File: config.mk
export PLATFORM = sky130hd
export DESIGN_NAME = md5_padder_flat
export DESIGN_NICKNAME = d
export VERILOG_FILES = /design/src/rtl/md5_padder_if.sv /design/src/rtl/md5_padder.sv /design/src/flat_wrapper.sv
export SDC_FILE = /design/constraint.sdc
export NUM_CORES = 1
export LEC_CHECK = 0
export ABC_AREA = 1
export CORE_UTILIZATION = 40
export CTS_CLUSTER_SIZE = 10
export DETAILED_ROUTE_END_ITERATION = 8
export HOLD_SLACK_MARGIN = 0.08
export PLACE_DENSITY = 0.74
export SYNTH_ARGS = -nofsm -noshare
export SYNTH_HDL_FRONTEND = slang
export SYNTH_SLANG_ARGS = --single-unit
File: constraint.sdc
create_clock -name clk -period 2.89 [get_ports clk]
set_input_delay 0.4335 -clock clk [delete_from_list [all_inputs] [get_ports clk]]
set_output_delay 0.4335 -clock clk [all_outputs]
set_load 0.02 [all_outputs]
File: src/rtl/md5_padder_if.sv
// Byte-stream input and 512-bit block output of the MD5 padder.
//
// Handshake rule for both channels: a transfer happens on a rising clk edge
// where valid && ready. The producer holds data and flags stable while valid
// is high and ready is low. Valid never waits for ready. Ready may depend on
// state but never on valid in the same cycle.
interface md5_padder_if;
  logic [7:0]   in_data;
  logic         in_valid;
  logic         in_last;
  logic         in_empty;
  logic         in_ready;
  logic [511:0] out_block;
  logic         out_valid;
  logic         out_ready;
  logic         out_first;
  logic         out_last;

  // Padder side: consumes bytes, produces blocks.
  modport slave (
    input  in_data, in_valid, in_last, in_empty, out_ready,
    output in_ready, out_block, out_valid, out_first, out_last
  );

  // Environment side: produces bytes, consumes blocks.
  modport master (
    output in_data, in_valid, in_last, in_empty, out_ready,
    input  in_ready, out_block, out_valid, out_first, out_last
  );
endinterface

File: src/rtl/md5_padder.sv
// MD5 message padder: it packs a byte stream into 512-bit blocks and appends
// the 0x80 marker, zero fill and the 64-bit little-endian bit length. Block
// byte k sits at out_block[511-8k -: 8], which is the layout the round
// pipeline reads on its m input. The flags out_first and out_last tell the
// chaining logic when to load the IV and when to finalise a digest.
module md5_padder (
  input  logic       clk,
  input  logic       rst,
  md5_padder_if.slave bus,
  output logic [1:0] dbg_state
);

  typedef enum logic [1:0] {
    FILL  = 2'd0,  // accepting message bytes
    PAD   = 2'd1,  // one cycle: place 0x80 and, if it fits, the length
    EMIT  = 2'd2,  // presenting a finished block
    EXTRA = 2'd3   // one cycle: build the length-only trailing block
  } state_t;

  state_t       state;
  logic [511:0] blk;         // block buffer, driven straight to out_block
  logic [6:0]   bpos;        // next byte position in the block, 0..64
  logic [60:0]  nbytes;      // message length in bytes, wraps mod 2^61
  logic         first_pend;  // next emitted block starts a message
  logic         pend_len;    // length did not fit, so it goes in an extra block
  logic         need80;      // message filled the block exactly, so 0x80 goes in the extra block
  logic         in_ready_q;
  logic         out_valid_q;
  logic         out_first_q;
  logic         out_last_q;

  logic [6:0]   bpos_inc;
  logic [63:0]  len_bits;
  logic [63:0]  len_field;   // length laid out as block bytes 56..63
  logic         in_fire;

  // Byte 56 must hold len[7:0] and byte 63 must hold len[63:56]. Byte 56 sits
  // at blk[63:56], so the length is byte-reversed into the low 64 bits.
  function automatic logic [63:0] byte_rev64(input logic [63:0] v);
    logic [63:0] r;
    r = '0;
    for (int i = 0; i < 8; i++) begin
      r[8*(7-i) +: 8] = v[8*i +: 8];
    end
    return r;
  endfunction

  // Derived values used by the state machine.
  always_comb begin
    bpos_inc  = bpos + 7'd1;
    len_bits  = {nbytes, 3'b000};
    len_field = byte_rev64(len_bits);
    in_fire   = bus.in_valid && in_ready_q;
  end

  // Control, counters and block buffer in one registered state machine.
  always_ff @(posedge clk) begin
    if (rst) begin
      state       <= FILL;
      blk         <= '0;
      bpos        <= '0;
      nbytes      <= '0;
      first_pend  <= 1'b1;
      pend_len    <= 1'b0;
      need80      <= 1'b0;
      in_ready_q  <= 1'b1;
      out_valid_q <= 1'b0;
      out_first_q <= 1'b0;
      out_last_q  <= 1'b0;
    end else begin
      case (state)
        FILL: begin
          if (in_fire) begin
            if (bus.in_last && bus.in_empty) begin
              // End marker with no byte: pad whatever is already buffered.
              state      <= PAD;
              in_ready_q <= 1'b0;
            end else begin
              // {~bpos[5:0], 3'b000} equals 504 - 8*bpos, the LSB of byte bpos.
              blk[{~bpos[5:0], 3'b000} +: 8] <= bus.in_data;
              bpos   <= bpos_inc;
              nbytes <= nbytes + 61'd1;
              if (bpos_inc[6]) begin
                // Block is full. It leaves as a data block. If this byte also
                // ended the message, the 0x80 moves into the extra block.
                state       <= EMIT;
                in_ready_q  <= 1'b0;
                out_valid_q <= 1'b1;
                out_first_q <= first_pend;
                out_last_q  <= 1'b0;
                need80      <= bus.in_last;
              end else if (bus.in_last) begin
                state      <= PAD;
                in_ready_q <= 1'b0;
              end
            end
          end
        end

        PAD: begin
          // bpos is at most 63 here because a full block goes straight to EMIT.
          blk[{~bpos[5:0], 3'b000} +: 8] <= 8'h80;
          if (bpos <= 7'd55) begin
            blk[63:0]  <= len_field;
            out_last_q <= 1'b1;
          end else begin
            pend_len   <= 1'b1;
            out_last_q <= 1'b0;
          end
          state       <= EMIT;
          out_valid_q <= 1'b1;
          out_first_q <= first_pend;
        end

        EMIT: begin
          // Everything stays frozen until the consumer accepts the block.
          if (bus.out_ready) begin
            out_valid_q <= 1'b0;
            out_first_q <= 1'b0;
            out_last_q  <= 1'b0;
            blk         <= '0;
            bpos        <= '0;
            first_pend  <= out_last_q;
            if (pend_len || need80) begin
              state <= EXTRA;
            end else begin
              state      <= FILL;
              in_ready_q <= 1'b1;
              if (out_last_q) begin
                nbytes <= '0;
              end
            end
          end
        end

        EXTRA: begin
          // The buffer was cleared on the previous handshake.
          if (need80) begin
            blk[511:504] <= 8'h80;
          end
          blk[63:0]   <= len_field;
          pend_len    <= 1'b0;
          need80      <= 1'b0;
          state       <= EMIT;
          out_valid_q <= 1'b1;
          out_first_q <= first_pend;
          out_last_q  <= 1'b1;
        end

        default: begin
          state <= FILL;
        end
      endcase
    end
  end

  // The outputs come straight from the registers.
  assign bus.in_ready  = in_ready_q;
  assign bus.out_block = blk;
  assign bus.out_valid = out_valid_q;
  assign bus.out_first = out_first_q;
  assign bus.out_last  = out_last_q;
  assign dbg_state     = state;

endmodule

File: src/flat_wrapper.sv
// flat-port wrapper written by rule: the top's interface ports become plain ports
module md5_padder_flat 
  (clk, rst, dbg_state, bus_in_data, bus_in_valid, bus_in_last, bus_in_empty, bus_out_ready, bus_in_ready, bus_out_block, bus_out_valid, bus_out_first, bus_out_last);
  md5_padder_if bus_i ();
  input  logic clk;
  input  logic rst;
  output logic [1:0] dbg_state;
  input wire logic [$bits(bus_i.in_data)-1:0] bus_in_data;
  input wire logic [$bits(bus_i.in_valid)-1:0] bus_in_valid;
  input wire logic [$bits(bus_i.in_last)-1:0] bus_in_last;
  input wire logic [$bits(bus_i.in_empty)-1:0] bus_in_empty;
  input wire logic [$bits(bus_i.out_ready)-1:0] bus_out_ready;
  output wire logic [$bits(bus_i.in_ready)-1:0] bus_in_ready;
  output wire logic [$bits(bus_i.out_block)-1:0] bus_out_block;
  output wire logic [$bits(bus_i.out_valid)-1:0] bus_out_valid;
  output wire logic [$bits(bus_i.out_first)-1:0] bus_out_first;
  output wire logic [$bits(bus_i.out_last)-1:0] bus_out_last;
  assign bus_i.in_data = bus_in_data;
  assign bus_i.in_valid = bus_in_valid;
  assign bus_i.in_last = bus_in_last;
  assign bus_i.in_empty = bus_in_empty;
  assign bus_i.out_ready = bus_out_ready;
  assign bus_in_ready = bus_i.in_ready;
  assign bus_out_block = bus_i.out_block;
  assign bus_out_valid = bus_i.out_valid;
  assign bus_out_first = bus_i.out_first;
  assign bus_out_last = bus_i.out_last;
  md5_padder u_core (.clk(clk), .rst(rst), .bus(bus_i), .dbg_state(dbg_state));
endmodule
Word-level counts from Yosys, hierarchy flattened

Index checks and enable logic that the tools add are counted.

Add/sub/neg operators: 3
Multipliers: 0
Div/mod/pow operators: 0
$lt $le $gt $ge: 1
Eq/ne operators: 12
Shift-type cells: 3
Multiplexer cells: 54
Bitwise gates (word level): 1
Reductions and logical operators: 20

Operators by type and width:

| operator                  | count |
|---|---|
| $mux 512                  | 3 |
| $pmux 440 s3              | 1 |
| $bwmux 512                | 2 |
| $shift 8x11->512 const A  | 1 |
| $shiftx 8x11->512         | 1 |
| $shiftx 8x11->512 const A | 1 |
| $mux 61                   | 5 |
| $pmux 64 s4               | 1 |
| $pmux 61 s2               | 1 |
| $mux 64                   | 1 |
| $add 61x1->61 const B     | 1 |
| $pmux 8 s4                | 1 |
| $mux 1                    | 21 |
| $mux 7                    | 3 |
| $reduce_and 4->1          | 5 |
| $pmux 7 s2                | 1 |
| $mux 2                    | 6 |
| $neg 9->11                | 1 |
| $mux 8                    | 1 |
| $ne 2x1->1 const B        | 4 |
| $ne 2x2->1 const B        | 4 |
| $add 7x1->7 const B       | 1 |
| $le 7x6->1 const B        | 1 |
| $not 6->6                 | 1 |
| 17 further kinds          | 26 |

Register bits after elaboration: 589
Bits in latches: 0
RAM bits: 0
ROM bits: 0
Output and inout bits: 518
Logic and storage cells: 107
Memories: 0

Longest topological paths before layout

Gate-level depths: netlist of the first run.

Depth after elaboration: 7
Gate-level depth with buffers: 14
Mapped depth without buffers: 14

Worst setup path before layout of the first run

OpenSTA, ideal clock, no wires.

Path type: register to register
Start: register u_core.bpos[0]
End: register with a tool-made name
Arrival time: 2.323 ns
Required time: 2.758 ns
Path slack: 0.435 ns
Stages on the path, launching flop included: 14
Path buffers: 1
Period minus slack after synthesis: 2.455 ns
Cell sequence: dfxtp_1 -> inv_2 -> buf_2 -> ha_1 -> clkinv_1 -> nand2_1 -> nor2_1 -> inv_2 -> nor2_4 -> nand2_1 -> nor2_4 -> nor2_2 -> nand2_1 -> a21oi_1

RTL lines:

| element                | line             | text |
|---|---|---|
| from (decl)            | md5_padder.sv:22 | `logic [6:0] bpos;` |
| from (signal assigned) | md5_padder.sv:81 | `bpos <= bpos_inc;` |

==> impl_table.tex, run 1 <==
\begin{tabular}{lr}
\hline
Metric & Value \\
\hline
\multicolumn{2}{l}{\textbf{Run status}} \\
Run status & finished clean \\
\multicolumn{2}{l}{\textbf{Clock network}} \\
Sink Count & between 500 and 600 \\
Htree depth & 3 \\
CTS tree & done \\
Clock latency reported for the late side of the worst-skew pair & approximately 660 ps \\
Number of buffers created by CTS & 73 \\
Clock Tree Root & clkbuf\_16 \\
CTS clk-pin slew, worst paths & about 60 ps \\
Total of cells resized after clock tree synthesis & 0 \\
\# Post-CTS Setup Buffers & 0 \\
CTS hold repair buffers & 0 \\
Maximum clock path buffer count & 3 \\
\multicolumn{2}{l}{\textbf{Drt}} \\
Number of antenna-violating nets in the routed design & 0 \\
First drt pass iteration count & 6 \\
Average wire length per cell after detail routing & 22.8 um \\
Violation count after the first detailed-routing iteration & 3487 \\
DRC violations left & 0 \\
Total wire length after detailed routing & 119 mm \\
Total number of vias & 29.8k \\
Post-DR vias/cell & roughly 5.7 \\
\multicolumn{2}{l}{\textbf{Logic synthesis}} \\
Most used flip-flop cell after synthesis & dfxtp\_1 \\
Register bit total from synthesis & between 500 and 600 \\
Yosys warning count & 0 \\
Post-Synthesis Cell Area & 0.0264 mm\^{}2 \\
Mapped Nets & 3795 \\
Async SR Flop Fraction & 0\% \\
Sequential area share after synthesis & 44.6\% \\
Number of instances in the synthesized netlist & 3772 \\
Mean instance size in the synthesized netlist & 7.01 um\^{}2 \\
Number of flops mapped to enable cells by yosys & 0 \\
Number of different library cells in the post-synthesis netlist & 45 \\
\multicolumn{2}{l}{\textbf{Layout}} \\
Ratio of cells with drive above 1 in the final layout & 9.76\% \\
Commonest cells after routing, fill and taps aside & 972 x nand2\_1, 593 x a21oi\_1, 589 x dfxtp\_1 \\
Synthesis-to-finish area growth & 35.3\% \\
Final Util & 55.1\% \\
Fill cell count & around 6.2k \\
Most common cell after layout, fill and taps aside & nand2\_1 \\
Antenna diode count & 0 \\
Net total in the final layout & between 4k and 5k \\
\multicolumn{2}{l}{\textbf{Floorplan}} \\
Die H & 259 um \\
Std-Cell Core Area & 0.0649 mm\^{}2 \\
Initial core utilization & 40.7\% \\
Std cell rows & between 90 and 100 \\
Area of the die & roughly 0.067 mm\^{}2 \\
Floorplan die width & 259 um \\
Number of ports placed on the die boundary & between 500 and 600 \\
\multicolumn{2}{l}{\textbf{GRT}} \\
Overall fraction of global-route tracks in use & 34.3\% \\
Via count of the first global-routing pass & 27.6k \\
Antenna violations before repair & 0 \\
Global-route wire length before repair & 175 mm \\
Global-route congestion overflow total & 0 \\
Largest net degree at the start of global routing & 157 \\
\multicolumn{2}{l}{\textbf{STA}} \\
Measured slew at the worst slew-check pin & $\sim$870 ps \\
Final count of hold timing violations & 0 \\
Min Tclk post-route & 2760 ps \\
Final count of pins violating max slew & 0 \\
Final count of negative-setup-slack endpoints & 0 \\
Final worst-path setup slack & 129 ps \\
Setup repair after global routing missed its margin & true \\
Final setup skew & 27.8 ps \\
Post-route worst hold slack & 247 ps \\
Relative slew slack & approximately 41\% \\
Final Cycle Share & between 90\% and 100\% \\
Maximum frequency from static timing analysis & 362 MHz \\
\multicolumn{2}{l}{\textbf{Critical path}} \\
FF-to-FF Start & u\_core.bpos[1] \\
Largest fanout of any net on the critical path & 12 \\
WS Path Type & reg2reg \\
Flop-to-flop setup slack & approximately 130 ps \\
Critical Path Start Type & register \\
Arrival time of the worst setup path & 3320 ps \\
Count of cells along the worst register-to-register path & 12 \\
Endpoint required time on the critical path & between 3000 and 4000 ps \\
Endpoint class of the critical path & register \\
\multicolumn{2}{l}{\textbf{Hold path}} \\
Startpoint of the tightest hold check path & rst \\
Class of the most critical hold timing path & in2reg \\
Count of cells along the worst hold path & 2 \\
\multicolumn{2}{l}{\textbf{Place}} \\
Placed wire-length estimate & 86.9 mm \\
Number of input and output port buffers inserted & $\sim$530 \\
Place WS & -3.42 ps \\
Final weighted congestion in routability-driven placement & approximately 1.0 \\
\multicolumn{2}{l}{\textbf{Power}} \\
Leakage power of the design & 12.4 nW \\
IR drop worst, VDD & 0.00121 V \\
Power density cells & 786 mW/mm\^{}2 \\
\multicolumn{2}{l}{\textbf{Run}} \\
Number of max-capacitance violations reported & 0 \\
\hline
\end{tabular}
-- kinds of logic (layout without fill, tap and decap cells) --
kind of cell    count (synthesis)  in the layout  share of synthesized area [%]
buf+inv                       452           1057                           6.70
flops                         589            589                           44.6
compound gates                787            787                           15.3
xor+xnor                       12             12                          0.426
simple gates                 1923           1923                           32.5
fa+ha+maj                       9              9                          0.426
-- metrics by stage --
stage | power [mW] | cells | area (um^2) | setup TNS [ps]
after floorplan | 14.8 | 3772 | 26400 | 0
after global placement | 19.2 | 5129 | 33500 | 0
after detailed placement | 19.2 | 5129 | 33500 | -3.42
after CTS | 27.8 | 5232 | 35700 | 0
after global routing | 29.1 | 5232 | 35800 | -80.0
final | 28.1 | 5232 | 35800 | 0
-- layer usage --
metal | track usage, % | vias up | part of all wire [%]
met5 | 0 | - | 0
met1 | 44.8 | 14000 | 41
li1 | - | 13800 | -
met2 | 52.5 | 1678 | 44
met4 | 16.6 | 0 | 5.3
met3 | 8.54 | 319 | 10
-- cell type report --
class                   count  area [um^2]  area share, %
clock buffers              87         1940           5.42
clock inverters            16          270          0.755
inverters                 233          880           2.46
multi-input cells        2731        13000           36.2
flip-flops and latches    589        11800           33.0
well taps                 855         1070           2.99
repair buffers            721         6860           19.2
-- worst max-delay path: stages (launching register included) --
cell and delay [ps]:
dfxtp_1 440, ha_1 260, nand3_1 140, xor2_2 210, inv_2 270, nand2_4 150
inv_2 140, nand2_1 120, nor2_1 150, nand2_1 260, inv_2 250, nand3_1 130
a21oi_1 160
-- power by group --
part | internal, mW | total (mW) | switching (mW)
combinational | 2.77 | 10.8 | 7.98
clock | 4.96 | 8.68 | 3.72
sequential | 8.42 | 8.70 | 0.276
total | 16.2 | 28.1 | 12.0
-- synth_stat cells (11+ instances only) --
cell type	n	area [um^2]
buf_2	30	150
o21ai_1	11	55.1
clkbuf_1	157	589
o21ai_0	141	706
nor3_2	11	110
buf_1	25	93.8
nor2_1	244	916
nand4_1	130	813
nor2_4	13	146
nor2_2	35	219
nor3_1	72	360
nand3_1	415	2080
inv_1	204	766
dfxtp_1	589	11800
nand2_1	973	3650
inv_2	23	86.3
a21oi_1	593	2970
-- worst max path at each step --
| stage | slack (ps) | startpoint | cells after the start | endpoint |
|---|---|---|---|---|
| 2_1_floorplan | 430 | u_core.bpos[0] | 13 | register |
| 3_3_place_gp | 40 | bus_in_valid | 13 | register |
| 3_5_place_dp | -3 | bus_in_valid | 13 | register |
| 4_1_cts | 70 | u_core.bpos[1] | 11 | register |
| 5_1_grt | -20 | u_core.bpos[1] | 14 | register |
| 6_report | 130 | u_core.bpos[1] | 12 | register |
No activity file was read; power rests on OpenSTA's default activity.
==> run 2: changes to the inputs <==
Settings changed: GPL_TIMING_DRIVEN from default to 0.
==> impl_table.tex, run 2 (synthesis results as in run 1) <==
\begin{tabular}{lr}
\hline
Metric & Value \\
\hline
\multicolumn{2}{l}{\textbf{Drt}} \\
Number of antenna-violating nets in the routed design & 0 \\
Total number of vias & 31.2k \\
Average wire length per cell after detail routing & 25.8 um \\
Total wire length after detailed routing & 136 mm \\
Post-DR vias/cell & just under 6 \\
DRC violations left & 0 \\
First drt pass iteration count & 7 \\
Violation count after the first detailed-routing iteration & around 4k \\
\multicolumn{2}{l}{\textbf{Critical path}} \\
Stage delay of the slowest cell on the critical path & 530 ps \\
Endpoint class of the critical path & register \\
Cell seen most often among critical-path stages & buf\_2 \\
Largest fanout of any net on the critical path & 10 \\
Slowest cell on crit path & buf\_2 \\
List of cells traversed by the critical path & inv\_1 -> ha\_1 -> buf\_2 -> buf\_2 -> buf\_2 -> a21oi\_1 -> o21ai\_0 -> nor2\_1 \\
Endpoint required time on the critical path & 3400 ps \\
Arrival time of the worst setup path & around 3400 ps \\
WS Path Type & reg2reg \\
Critical Path Start Type & register \\
\multicolumn{2}{l}{\textbf{Layout}} \\
Commonest cells after routing, fill and taps aside & 964 x nand2\_1, 588 x a21oi\_1, 588 x dfxtp\_1 \\
Most common cell after layout, fill and taps aside & nand2\_1 \\
Net total in the final layout & 4412 \\
Ratio of cells with drive above 1 in the final layout & $\sim$8.3\% \\
Final Util & 54.9\% \\
Antenna diode count & 0 \\
Synthesis-to-finish area growth & 34.9\% \\
Fill cell count & 6375 \\
\multicolumn{2}{l}{\textbf{Run}} \\
Number of max-capacitance violations reported & 0 \\
\multicolumn{2}{l}{\textbf{Clock network}} \\
Number of buffers created by CTS & 71 \\
Clock latency reported for the late side of the worst-skew pair & between 600 and 700 ps \\
CTS clk-pin slew, worst paths & 70 ps \\
Sink Count & 589 \\
Clock Tree Root & clkbuf\_16 \\
Maximum clock path buffer count & 3 \\
CTS tree & done \\
Htree depth & 3 \\
\multicolumn{2}{l}{\textbf{STA}} \\
Measured slew at the worst slew-check pin & 1340 ps \\
Final count of negative-setup-slack endpoints & 1 \\
Maximum frequency from static timing analysis & 344 MHz \\
Final count of hold timing violations & 0 \\
Relative slew slack & 10.4\% \\
Min Tclk post-route & around 2900 ps \\
Accumulated negative setup slack & -13.5 ps \\
Final setup skew & 32.3 ps \\
Final count of pins violating max slew & 0 \\
Setup repair after global routing missed its margin & true \\
Final worst-path setup slack & -13.5 ps \\
Final Cycle Share & 100\% \\
\multicolumn{2}{l}{\textbf{Place}} \\
Placed wire-length estimate & 104 mm \\
Number of input and output port buffers inserted & 530 \\
Final weighted congestion in routability-driven placement & 1.05 \\
\multicolumn{2}{l}{\textbf{Run status}} \\
Violations in the final reports & negative setup slack \\
Run status & complete, but fails checks \\
\multicolumn{2}{l}{\textbf{Power}} \\
Leakage power of the design & 12.0 nW \\
Power density cells & about 810 mW/mm\^{}2 \\
Overall power after layout & 28.7 mW \\
IR drop worst, VDD & 0.000563 V \\
\multicolumn{2}{l}{\textbf{GRT}} \\
Via count of the first global-routing pass & 28.2k \\
Overall fraction of global-route tracks in use & 38.8\% \\
Antenna violations before repair & 2 \\
Largest net degree at the start of global routing & 12 \\
Global-route congestion overflow total & 0 \\
Global-route wire length before repair & 192 mm \\
\multicolumn{2}{l}{\textbf{Floorplan}} \\
Initial core utilization & a little over 40\% \\
Std-Cell Core Area & between 0.06 and 0.07 mm\^{}2 \\
Die H & 259 um \\
Area of the die & between 0.06 and 0.07 mm\^{}2 \\
Number of ports placed on the die boundary & $\sim$530 \\
Floorplan die width & around 260 um \\
Std cell rows & 93 \\
\multicolumn{2}{l}{\textbf{Hold path}} \\
Class of the most critical hold timing path & in2reg \\
\hline
\end{tabular}
[run 2: final timing paths]
kind	depth (start not counted)	slack [ps]	endpoint	start
worst max-delay path	8	-10	register	u_core.dbg_state[0]
worst min register to register	2	460	register	register
worst max register to register	8	-10	register	u_core.dbg_state[0]
worst min-delay path	3	450	u_core.first_pend	bus_out_ready
[run 2: per-layer routing]
metal  vias up  track usage (%)  part of all wire [%]
met5         -                0                0.0088
met4         2             23.1                   7.0
met3       456             11.4                    13
met2      2153             58.5                    43
met1     14700             49.0                    37
li1      13900                -                     -
[run 2: area by class of cell]
class	instances	area, um^2	area share [%]
Multi-Input combinational cell	2731	13400	37.6
Sequential cell	589	11800	33.1
Timing Repair Buffer	544	5450	15.3
Clock buffer	82	1860	5.21
Tap cell	855	1070	3.00
Buffer	219	992	2.78
Inverter	233	876	2.46
Clock inverter	10	214	0.600
[run 2: per-stage QoR]
step / std cells / setup slack (ps) / hold WS (ps) / cell area [um^2]
3_5_place_dp: 5157 / -900 / 443 / 32800
5_1_grt: 5263 / -20.7 / 475 / 35700
2_1_floorplan: 3772 / 435 / 450 / 26400
3_3_place_gp: 5157 / -867 / 442 / 32800
4_1_cts: 5251 / 3.43 / 435 / 35100
6_report: 5263 / -13.5 / 453 / 35700
[run 2: report_power, final]
part / leakage (nW) / switching, mW / internal (mW)
Sequential: 4.75 / 0.297 / 8.42
Clock: 1.01 / 3.58 / 4.89
Combinational: 6.21 / 9.12 / 2.39
[run 2: critical path, delay by kind of cell, from the launching register on]
kind / cells / cell delay, ps
AOI/OAI and AO/OA: 2 / 370
and+or+nand+nor: 1 / 90
DFF: 1 / 410
buffers and inverters: 4 / 1480
adders and majority gates: 1 / 400
[run 2: repair_timing]
action	in CTS	in global routing
hold buffers	0	0
setup endpoints to repair	461	470
pin swaps	3	15
gates resized for setup	75	132
buffers inserted	2	12
